`config.mk`:
```
export PLATFORM = sky130hd
export DESIGN_NAME = serializer_flat
export DESIGN_NICKNAME = d
export VERILOG_FILES = /design/src/rtl/serializer_if.sv /design/src/rtl/serializer.sv /design/src/flat_wrapper.sv
export SDC_FILE = /design/constraint.sdc
export NUM_CORES = 1
export LEC_CHECK = 0
export ABC_AREA = 1
export CELL_PAD_IN_SITES_DETAIL_PLACEMENT = 1
export CELL_PAD_IN_SITES_GLOBAL_PLACEMENT = 1
export CORE_MARGIN = 3
export CORE_UTILIZATION = 45
export CTS_CLUSTER_SIZE = 16
export DETAILED_ROUTE_END_ITERATION = 8
export DONT_BUFFER_PORTS = 1
export PLACE_DENSITY_LB_ADDON = 0.1
export SLEW_MARGIN = 5
export SYNTH_ARGS = -nofsm -noshare
export SYNTH_HDL_FRONTEND = slang
export SYNTH_SLANG_ARGS = --single-unit
```
`constraint.sdc`:
```
create_clock -name clk_i -period 3.2 [get_ports clk_i]
set_input_delay 0.64 -clock clk_i [delete_from_list [all_inputs] [get_ports clk_i]]
set_output_delay 0.64 -clock clk_i [all_outputs]
set_load 0.1 [all_outputs]
```
`src/rtl/serializer_if.sv`:
```
// Parallel-request / serial-output bundle of the serializer.
// The master drives the parallel request and the slave (the serializer) drives the serial bit stream.
interface serializer_if #(
  parameter int DATA_W = 16,
  parameter int MOD_W  = $clog2(DATA_W)
);
  logic [DATA_W-1:0] data_i;
  logic [MOD_W-1:0]  data_mod_i;
  logic              data_val_i;
  logic              ser_data_o;
  logic              ser_data_val_o;
  logic              busy_o;

  modport master (
    output data_i, data_mod_i, data_val_i,
    input  ser_data_o, ser_data_val_o, busy_o
  );

  modport slave (
    input  data_i, data_mod_i, data_val_i,
    output ser_data_o, ser_data_val_o, busy_o
  );
endinterface

```
`src/rtl/serializer.sv`:
```
// Parallel-to-serial converter: sends N bits MSB first with a per-bit valid strobe (N=0 selects DATA_W).
// Defining SERIALIZER_PARITY_EN appends an even-parity bit after the data bits of every word.
module serializer #(
  parameter int DATA_W = 16,
  parameter int MOD_W  = $clog2(DATA_W)
) (
  input  logic         clk_i,
  input  logic         srst_i,
  serializer_if.slave  bus
);

  localparam logic [MOD_W:0] FULL_LEN = (MOD_W+1)'(DATA_W);
  localparam logic [MOD_W:0] MIN_LEN  = (MOD_W+1)'(3);
  localparam logic [MOD_W:0] ONE      = (MOD_W+1)'(1);

  typedef enum logic [1:0] {
    IDLE  = 2'd0,
    SHIFT = 2'd1
`ifdef SERIALIZER_PARITY_EN
    , PARITY = 2'd2
`endif
  } state_t;

  state_t            state;
  logic [DATA_W-1:0] shreg;
  logic [MOD_W:0]    cnt;
  logic              ser_q;
  logic              val_q;
  logic              busy_q;
`ifdef SERIALIZER_PARITY_EN
  logic              par_q;
`endif

  logic [MOD_W:0] req_len;
  logic           accept;

  assign req_len = (bus.data_mod_i == '0) ? FULL_LEN : {1'b0, bus.data_mod_i};
  // Lengths 1 and 2 are dropped silently; the FSM never leaves IDLE for them.
  assign accept  = bus.data_val_i && (state == IDLE) && (req_len >= MIN_LEN);

  // NOTE: every register in this block is updated with <= so all state
  // advances together on the clock edge, independent of statement order.
  always_ff @(posedge clk_i) begin
    if (srst_i) begin
      state  <= IDLE;
      shreg  <= '0;
      cnt    <= '0;
      ser_q  <= 1'b0;
      val_q  <= 1'b0;
      busy_q <= 1'b0;
`ifdef SERIALIZER_PARITY_EN
      par_q  <= 1'b0;
`endif
    end else begin
      case (state)
        IDLE: begin
          if (accept) begin
            // The MSB goes straight to the output register, so cnt holds the bits still to come.
            shreg  <= {bus.data_i[DATA_W-2:0], 1'b0};
            cnt    <= req_len - ONE;
            ser_q  <= bus.data_i[DATA_W-1];
            val_q  <= 1'b1;
            busy_q <= 1'b1;
`ifdef SERIALIZER_PARITY_EN
            par_q  <= bus.data_i[DATA_W-1];
`endif
            state  <= SHIFT;
          end else begin
            ser_q  <= 1'b0;
            val_q  <= 1'b0;
            busy_q <= 1'b0;
          end
        end

        SHIFT: begin
          if (cnt == '0) begin
`ifdef SERIALIZER_PARITY_EN
            ser_q  <= par_q;
            val_q  <= 1'b1;
            busy_q <= 1'b1;
            state  <= PARITY;
`else
            ser_q  <= 1'b0;
            val_q  <= 1'b0;
            busy_q <= 1'b0;
            state  <= IDLE;
`endif
          end else begin
            ser_q  <= shreg[DATA_W-1];
            val_q  <= 1'b1;
            busy_q <= 1'b1;
            shreg  <= {shreg[DATA_W-2:0], 1'b0};
            cnt    <= cnt - ONE;
`ifdef SERIALIZER_PARITY_EN
            par_q  <= par_q ^ shreg[DATA_W-1];
`endif
          end
        end

`ifdef SERIALIZER_PARITY_EN
        PARITY: begin
          ser_q  <= 1'b0;
          val_q  <= 1'b0;
          busy_q <= 1'b0;
          state  <= IDLE;
        end
`endif

        default: begin
          ser_q  <= 1'b0;
          val_q  <= 1'b0;
          busy_q <= 1'b0;
          state  <= IDLE;
        end
      endcase
    end
  end

  assign bus.ser_data_o     = ser_q;
  assign bus.ser_data_val_o = val_q;
  assign bus.busy_o         = busy_q;

endmodule

```
`src/flat_wrapper.sv`:
```
// flat-port wrapper written by rule: the top's interface ports become plain ports
module serializer_flat 
#(
  parameter int DATA_W = 16,
  parameter int MOD_W  = $clog2(DATA_W)
)
  (clk_i, srst_i, bus_data_i, bus_data_mod_i, bus_data_val_i, bus_ser_data_o, bus_ser_data_val_o, bus_busy_o);
  serializer_if #(.DATA_W(DATA_W), .MOD_W(MOD_W)) bus_i ();
  input  logic clk_i;
  input  logic srst_i;
  input wire logic [$bits(bus_i.data_i)-1:0] bus_data_i;
  input wire logic [$bits(bus_i.data_mod_i)-1:0] bus_data_mod_i;
  input wire logic [$bits(bus_i.data_val_i)-1:0] bus_data_val_i;
  output wire logic [$bits(bus_i.ser_data_o)-1:0] bus_ser_data_o;
  output wire logic [$bits(bus_i.ser_data_val_o)-1:0] bus_ser_data_val_o;
  output wire logic [$bits(bus_i.busy_o)-1:0] bus_busy_o;
  assign bus_i.data_i = bus_data_i;
  assign bus_i.data_mod_i = bus_data_mod_i;
  assign bus_i.data_val_i = bus_data_val_i;
  assign bus_ser_data_o = bus_i.ser_data_o;
  assign bus_ser_data_val_o = bus_i.ser_data_val_o;
  assign bus_busy_o = bus_i.busy_o;
  serializer #(.DATA_W(DATA_W), .MOD_W(MOD_W)) u_core (.clk_i(clk_i), .srst_i(srst_i), .bus(bus_i));
endmodule
```
## Word-level counts from Yosys, hierarchy flattened

Cells that the tools add are included.

| storage, ports and cells | value |
|---|---|
| flip-flop bits (word level) | 25 |
| bits of input ports | 23 |
| word-level logic and storage cells | 36 |

| operators by class | value |
|---|---|
| add/sub/neg operators | 2 |
| magnitude comparators | 1 |
| equal/unequal tests | 4 |
| multiplexer cells | 16 |
| reductions and logical operators | 8 |

Operators by type and width:

| kind | count |
|---|---|
| $mux W16 | 2 |
| $pmux W16 S2 | 1 |
| $mux W5 | 3 |
| $pmux W5 S2 | 1 |
| $sub A5 B1 Y5 const B | 2 |
| $ge A5 B2 Y1 const B | 1 |
| $logic_not A5 Y1 | 1 |
| $logic_not A4 Y1 | 1 |
| $mux W1 | 4 |
| $mux W2 | 2 |
| $ne A2 B1 Y1 const B | 2 |
| $pmux W1 S2 | 2 |
| $pmux W2 S2 | 1 |
| $reduce_and A3 Y1 | 1 |
| $eq A2 B1 Y1 const B | 1 |
| $logic_and A1 B1 Y1 | 2 |
| $logic_not A2 Y1 | 1 |
| $ne A2 B2 Y1 const B | 1 |
| $reduce_and A2 Y1 | 1 |
| $reduce_bool A2 Y1 | 1 |

## Longest topological paths before layout

Gate-level depths: netlist (run 1).

| depth | value |
|---|---|
| depth after elaboration | 6 |
| mapped depth | 11 |
| depth with buffers taken out | 10 |

## Worst setup path before layout (run 1)

No wires, ideal clock.

| timing path | value |
|---|---|
| kind | register -> output |
| start | register u_core.bus.busy_o (netlist name) |
| end | output port bus_ser_data_val_o |
| arrival time | 1.356 ns |
| required time | 2.560 ns |
| setup slack | 1.204 ns |
| cell stages (with the launch flop) | 2 |
| buffers on the path | 1 |
| cell sequence | dfxtp_1 -> buf_4 |

RTL lines:

| item | RTL line | RTL |
|---|---|---|
| end, declared | flat_wrapper.sv:15 | `output wire logic [$bits(bus_i.ser_data_val_o)-1:0] bus_ser_data_val_o;` |

## Worst setup path after layout (run 1)

| timing path | value |
|---|---|
| start | register u_core.busy_q, in the netlist u_core.bus.busy_o |
| end | output port bus_busy_o |

RTL lines:

| item | RTL line | RTL |
|---|---|---|
| start, declared | serializer.sv:29 | `logic busy_q;` |
| start signal, assigned | serializer.sv:50 | `busy_q <= 1'b0;` |
| start signal, assigned | serializer.sv:63 | `busy_q <= 1'b1;` |
| start signal, assigned | serializer.sv:71 | `busy_q <= 1'b0;` |
| end, declared | flat_wrapper.sv:16 | `output wire logic [$bits(bus_i.busy_o)-1:0] bus_busy_o;` |

No word-level cell between the ends.

==> results of run 1 <==
## kinds of logic after synthesis
logic type | count (synthesis)
flops | 23
xor+xnor | 1
simple gates | 126
buf+inv | 30
compound gates | 19
fa+ha+maj | 1
## per-layer routing
metal  up-vias  global-route usage [%]  part of all wire [%]
met5         -                       0                     0
met4         0                    2.91                  0.65
met3         2                    5.01                   4.2
met2        21                    33.9                    49
met1       527                    23.9                    46
li1        599                       -                     -
## how the worst min path moves through the flow
stage | to | startpoint | cells after the start
floorplan | u_core.shreg[1] | u_core.shreg[1] | 2
global placement | u_core.shreg[1] | u_core.shreg[1] | 2
detailed placement | u_core.shreg[1] | u_core.shreg[1] | 2
CTS | u_core.shreg[1] | srst_i | 1
global route | u_core.shreg[1] | srst_i | 1
finish | u_core.bus.ser_data_o | srst_i | 1
## flip-flops by register name (all words and copies together) (netlist names)
register,count
u_core.state,1
u_core.bus.busy_o,1
u_core.cnt,5
u_core.bus.ser_data_o,1
u_core.shreg,15
## cell usage in the layout, fill, tap and decap left out, types with 2 or more instances in the layout
cell type and instances:
inv_2 2, inv_1 17, dfxtp_1 22, nor2_1 40, o21ai_0 17, nand2_1 68, nand2_2 3, nand2_4 4
nand3_1 9, clkbuf_4 3, a21oi_1 2
## stage by stage
| step | util (%) | worst slack [ps] | hold slack (ps) | instance area [um2] |
|---|---|---|---|---|
| final | 48.7 | 1230 | 375 | 1260 |
| after global routing | 48.7 | 1190 | 348 | 1260 |
| after CTS | 48.7 | 1220 | 366 | 1260 |
| after detailed placement | 47.6 | 1450 | 486 | 1230 |
| after global placement | 47.6 | 1510 | 481 | 1230 |
| after floorplan | - | 1200 | 451 | 1270 |
## power groups by stage
stage          Combinational (uW)  Clock, uW  Sequential (uW)
2_1_floorplan                 205          0              376
3_3_place_gp                  202          0              392
4_1_cts                       214        144              388
5_1_grt                       248        156              394
3_5_place_dp                  212          0              394
6_report                      210        137              387
## layout make-up
| class | count | share of cell area [%] |
|---|---|---|
| clock inverter | 1 | 0.397 |
| tap | 30 | 2.98 |
| inverter | 20 | 6.35 |
| multi-input combinational | 147 | 51.3 |
| clock buffer | 3 | 1.79 |
| timing repair buffer | 1 | 0.595 |
| sequential | 23 | 36.6 |
==> flow_metrics.env, run 1 <==
export IMPL_status="completed"
export IMPL_cp_max_fo=2
export IMPL_yosys_top_cells_area="dfxtp_1 36%, nand2_1 20%, nor2_1 12%"
export IMPL_cts_sinks=23
export IMPL_gr_total_overflow=0
export IMPL_muxShareOfSynthArea_pct=0
export IMPL_ys_flop_type="dfxtp_1"
export IMPL_drc=0
export IMPL_maxCapViolCount=0
export IMPL_synth_edff_count=0
export IMPL_power_density_mw_per_mm2=582
export IMPL_cts_tree="done"
export IMPL_nFillCells=366
export IMPL_wl_um=2930
export IMPL_synthCells=200
export IMPL_grt_pass1_vias=1232
export IMPL_core_mm2=0.00259
export IMPL_finalSetupTns_ps=0
export IMPL_syn_to_final_growth_pct=-0.982
export IMPL_grt_max_degree=25
export IMPL_rsz0062_at_grt="false"
export IMPL_synth_common_cells="68 x nand2_1, 40 x nor2_1, 23 x dfxtp_1"
export IMPL_drt_vias_per_instance=5.11
export IMPL_ys_async_sr_fraction_pct=0
export IMPL_startpoint="u_core.bus.busy_o"
export IMPL_ant_nets=0
export IMPL_cts_root_buf="clkbuf_4"
export IMPL_first_iter_violations=29
export IMPL_ios=26
export IMPL_p_sw_share_pct=39.1
export IMPL_synth_compound_area_share_pct=7.47
export IMPL_r2r_cells=11
export IMPL_synth_area_per_cell_um2=6.37
export IMPL_ys_types=18
export IMPL_diodes=0
export IMPL_startpoint_type="register"
export IMPL_syn_area_mm2=0.00127
export IMPL_clock_skew_ps=1.44
export IMPL_post_cts_buffers=0
export IMPL_post_cts_resized=0
export IMPL_synth_nets=224
export IMPL_clkSlewWorstSetupHoldPaths_ps=130
export IMPL_power_switching_uw=287
export IMPL_clock_latency_ps=310
export IMPL_initial_core_util_pct=49.2
export IMPL_synth_top_family_by_area="simple AND/OR/NAND/NOR gates"
export IMPL_vias=1149
export IMPL_synth_xor_area_share_pct=0.688
export IMPL_r2r_end="u_core.cnt[4]"
export IMPL_clock_tree_buffer_depth=2
export IMPL_wl_per_cell_um=13.0
export IMPL_antenna_found_initial=0
export IMPL_hold_violations=0
export IMPL_min_period_ps=1970
export IMPL_critPathCaptureType="primary output"
export IMPL_fin_nets=220
export IMPL_multiInputGateArea_um2=647
export IMPL_combinationalPowerShare_pct=28.6
export IMPL_drive_gt1_share_pct=8.72
export IMPL_setup_viol=0
export IMPL_die_w_um=59.2
export IMPL_ir_drop_mv=0.362
export IMPL_cts_hold_buf=0
export IMPL_total_power_uw=734
export IMPL_synth_top_area_share_pct=36.1
export IMPL_h_tree_depth=1
export IMPL_synth_top_area_cell="dfxtp_1"
export IMPL_worst_setup_path_type="reg2out"
export IMPL_ff2ff_setup_slack_ps=1420
export IMPL_p_int_uw=447
export IMPL_fmax_mhz=508
export IMPL_cp_depth=0
export IMPL_hold_class="in2reg"
export IMPL_rows=18
export IMPL_finalCritPeriodShare_pct=61.5
export IMPL_r2r_start="u_core.state[0]"
export IMPL_die_area_mm2=0.00350
export IMPL_first_pass_iters=4
export IMPL_yosys_area_share_simple_pct=41.7
export IMPL_synth_seq_cells=23
export IMPL_placed_cells=221
export IMPL_grt_pass1_wl_um=5210
export IMPL_ys_seq_area_share_pct=36.1
export IMPL_ys_warnings_count=0
export IMPL_layout_area_seq_um2=462
export IMPL_p_seq_share_pct=52.8
export IMPL_synth_most_common_cell="nand2_1"
export IMPL_critPathArrivalTime_ps=1330
export IMPL_layoutNonFillerInstCount=225
export IMPL_final_max_slew_violation_count=0
export IMPL_io_buffers=0
export IMPL_relSlewSlack_pct=34.0
export IMPL_cts_made_buffers=3
export IMPL_dp_hpwl_um=2110
export IMPL_leakage_uw=0.000662
export IMPL_pwr_share_clk_pct=18.6
export IMPL_synthAdderAreaFrac_pct=0.982
export IMPL_track_usage_pct=19.3
export IMPL_crit_end="bus_busy_o"
export IMPL_tightest_slew_ps=993
export IMPL_required_ps=2560
export IMPL_gp_congestion=0.800
export IMPL_die_height_um=59.2
No activity file was read; power rests on OpenSTA's default activity.
==> run 2: changes to the inputs <==
CORE_UTILIZATION = 38   (was 45)
clock period = 1.7 ns   (was 3.2 ns; I/O delays follow)
==> run 2 against run 1 <==
Hold slack worse by 300 ps. Global-route usage fell by 4.1 points. Total power increased by 91%. Via count decreased by 0.61%. Sequential power up 76%. Core utilization shrank 6.5 points. Setup slack worse by 1000 ps. Final cell count increased by 8.0%. Sequential cell count is the same. Register-to-register slack worse by 1200 ps. Sequential share of layout area decreased by 1.6 points. Cell area rose by 4.7%.
==> flow_metrics.env, run 2 (synthesis results as in run 1) <==
export IMPL_tightest_slew_ps=584
export IMPL_critPathCaptureType="register"
export IMPL_crit_path_cell_trace="buf_4, nor2_1, nand2_2, nand2_4, clkinv_4, nor2_1, nor2_1"
export IMPL_syn_to_final_growth_pct=3.63
export IMPL_cp_max_fo=21
export IMPL_cts_sinks=23
export IMPL_clock_latency_ps=310
export IMPL_maxCapViolCount=0
export IMPL_fin_nets=224
export IMPL_rsz0062_at_grt="false"
export IMPL_gr_total_overflow=0
export IMPL_io_buffers=0
export IMPL_initial_core_util_pct=40.7
export IMPL_diodes=0
export IMPL_ant_nets=0
export IMPL_setup_viol=0
export IMPL_startpoint="u_core.state[0]"
export IMPL_clkSlewWorstSetupHoldPaths_ps=130
export IMPL_leakage_uw=0.000683
export IMPL_clock_skew_ps=8.63
export IMPL_antenna_found_initial=0
export IMPL_post_cts_buffers=0
export IMPL_total_power_uw=1400
export IMPL_hp_start="srst_i"
export IMPL_critPathBufInv=2
export IMPL_dp_hpwl_um=2130
export IMPL_drt_vias_per_instance=4.70
export IMPL_drc=0
export IMPL_ir_drop_mv=0.452
export IMPL_worst_setup_path_type="reg2reg"
export IMPL_cts_root_buf="clkbuf_4"
export IMPL_startpoint_type="register"
export IMPL_cpMaxStageDelayCell="dfxtp_1"
export IMPL_h_tree_depth=1
export IMPL_min_period_ps=1480
export IMPL_cts_made_buffers=3
export IMPL_ff2ff_setup_slack_ps=220
export IMPL_cts_tree="done"
export IMPL_setup_ws_ps=223
export IMPL_critPathArrivalTime_ps=1690
export IMPL_wl_um=2890
export IMPL_vias=1142
export IMPL_final_max_slew_violation_count=0
export IMPL_largest_reg_flops=15
export IMPL_ios=26
export IMPL_r2r_start="u_core.state[0]"
export IMPL_fmax_mhz=677
export IMPL_regMostFlops="u_core.shreg"
export IMPL_die_height_um=63.9
export IMPL_track_usage_pct=15.2
export IMPL_placed_cells=239
export IMPL_die_area_mm2=0.00408
export IMPL_hold_violations=0
export IMPL_gp_congestion=0.811
export IMPL_reg_largest_list="u_core.shreg (15), u_core.cnt (5)"
export IMPL_wl_per_cell_um=11.9
export IMPL_grt_pass1_wl_um=5050
export IMPL_cpPeakStageDelay_ps=350
export IMPL_clock_tree_buffer_depth=2
export IMPL_final_common_cell="nand2_1"
export IMPL_post_cts_resized=0
export IMPL_relSlewSlack_pct=61.0
export IMPL_status="completed"
export IMPL_required_ps=1910
export IMPL_nFillCells=422
export IMPL_pre_cts_ws_ps=210
export IMPL_finalCritPeriodShare_pct=86.9
export IMPL_grt_pass1_vias=1155
export IMPL_grt_max_degree=22
export IMPL_rows=20
export IMPL_first_iter_violations=30
export IMPL_mostFrequentLayoutCells="68 x nand2_1, 40 x nor2_1, 22 x dfxtp_1"
export IMPL_core_mm2=0.00313
export IMPL_finalSetupTns_ps=0
export IMPL_hold_class="in2reg"
export IMPL_power_density_mw_per_mm2=1060
export IMPL_layoutNonFillerInstCount=243
export IMPL_cts_hold_buf=0
export IMPL_cp_common_cell="nor2_1"
export IMPL_die_w_um=63.9
export IMPL_path_delay_family="simple AND/OR/NAND/NOR gates"
export IMPL_first_pass_iters=4
export IMPL_drive_gt1_share_pct=10.1
-- run 2: report_power, final --
group / switching [uW] / internal (uW)
registers: 53.1 / 627
clock network: 165 / 91.6
logic: 320 / 147
-- run 2: final cells by class --
type                       instances  area [um2]  area share, %
timing repair buffer               5        50.0           3.79
clock buffer                       4        26.3           1.99
multi-input combinational        147         647           49.0
tap                               44        55.1           4.17
inverter                          20        80.1           6.07
sequential                        23         462           35.0
-- run 2: metrics by stage --
step	cell area, um2	hold WS, ps	utilization, %
floorplan	1270	409	-
detailed placement	1290	412	41.4
CTS	1320	60.4	42.2
global placement	1290	411	41.4
global route	1320	57.6	42.2
finish	1320	71.4	42.2
-- run 2: path summary, 6_finish.rpt --
| path | depth (start not counted) | to |
|---|---|---|
| worst max-delay path | 7 | u_core.shreg[11] |
| worst max register to register | 7 | u_core.shreg[11] |
| worst min-delay path | 1 | u_core.bus.ser_data_o |
| worst min register to register | 2 | u_core.bus.ser_data_o |
-- run 2: metal layers --
layer	vias up	track usage, %	share of wire (%)
met2	18	26.3	47
met3	4	3.34	4.0
met4	0	2.43	0.55
li1	599	-	-
met5	-	0	0
met1	521	19.4	48
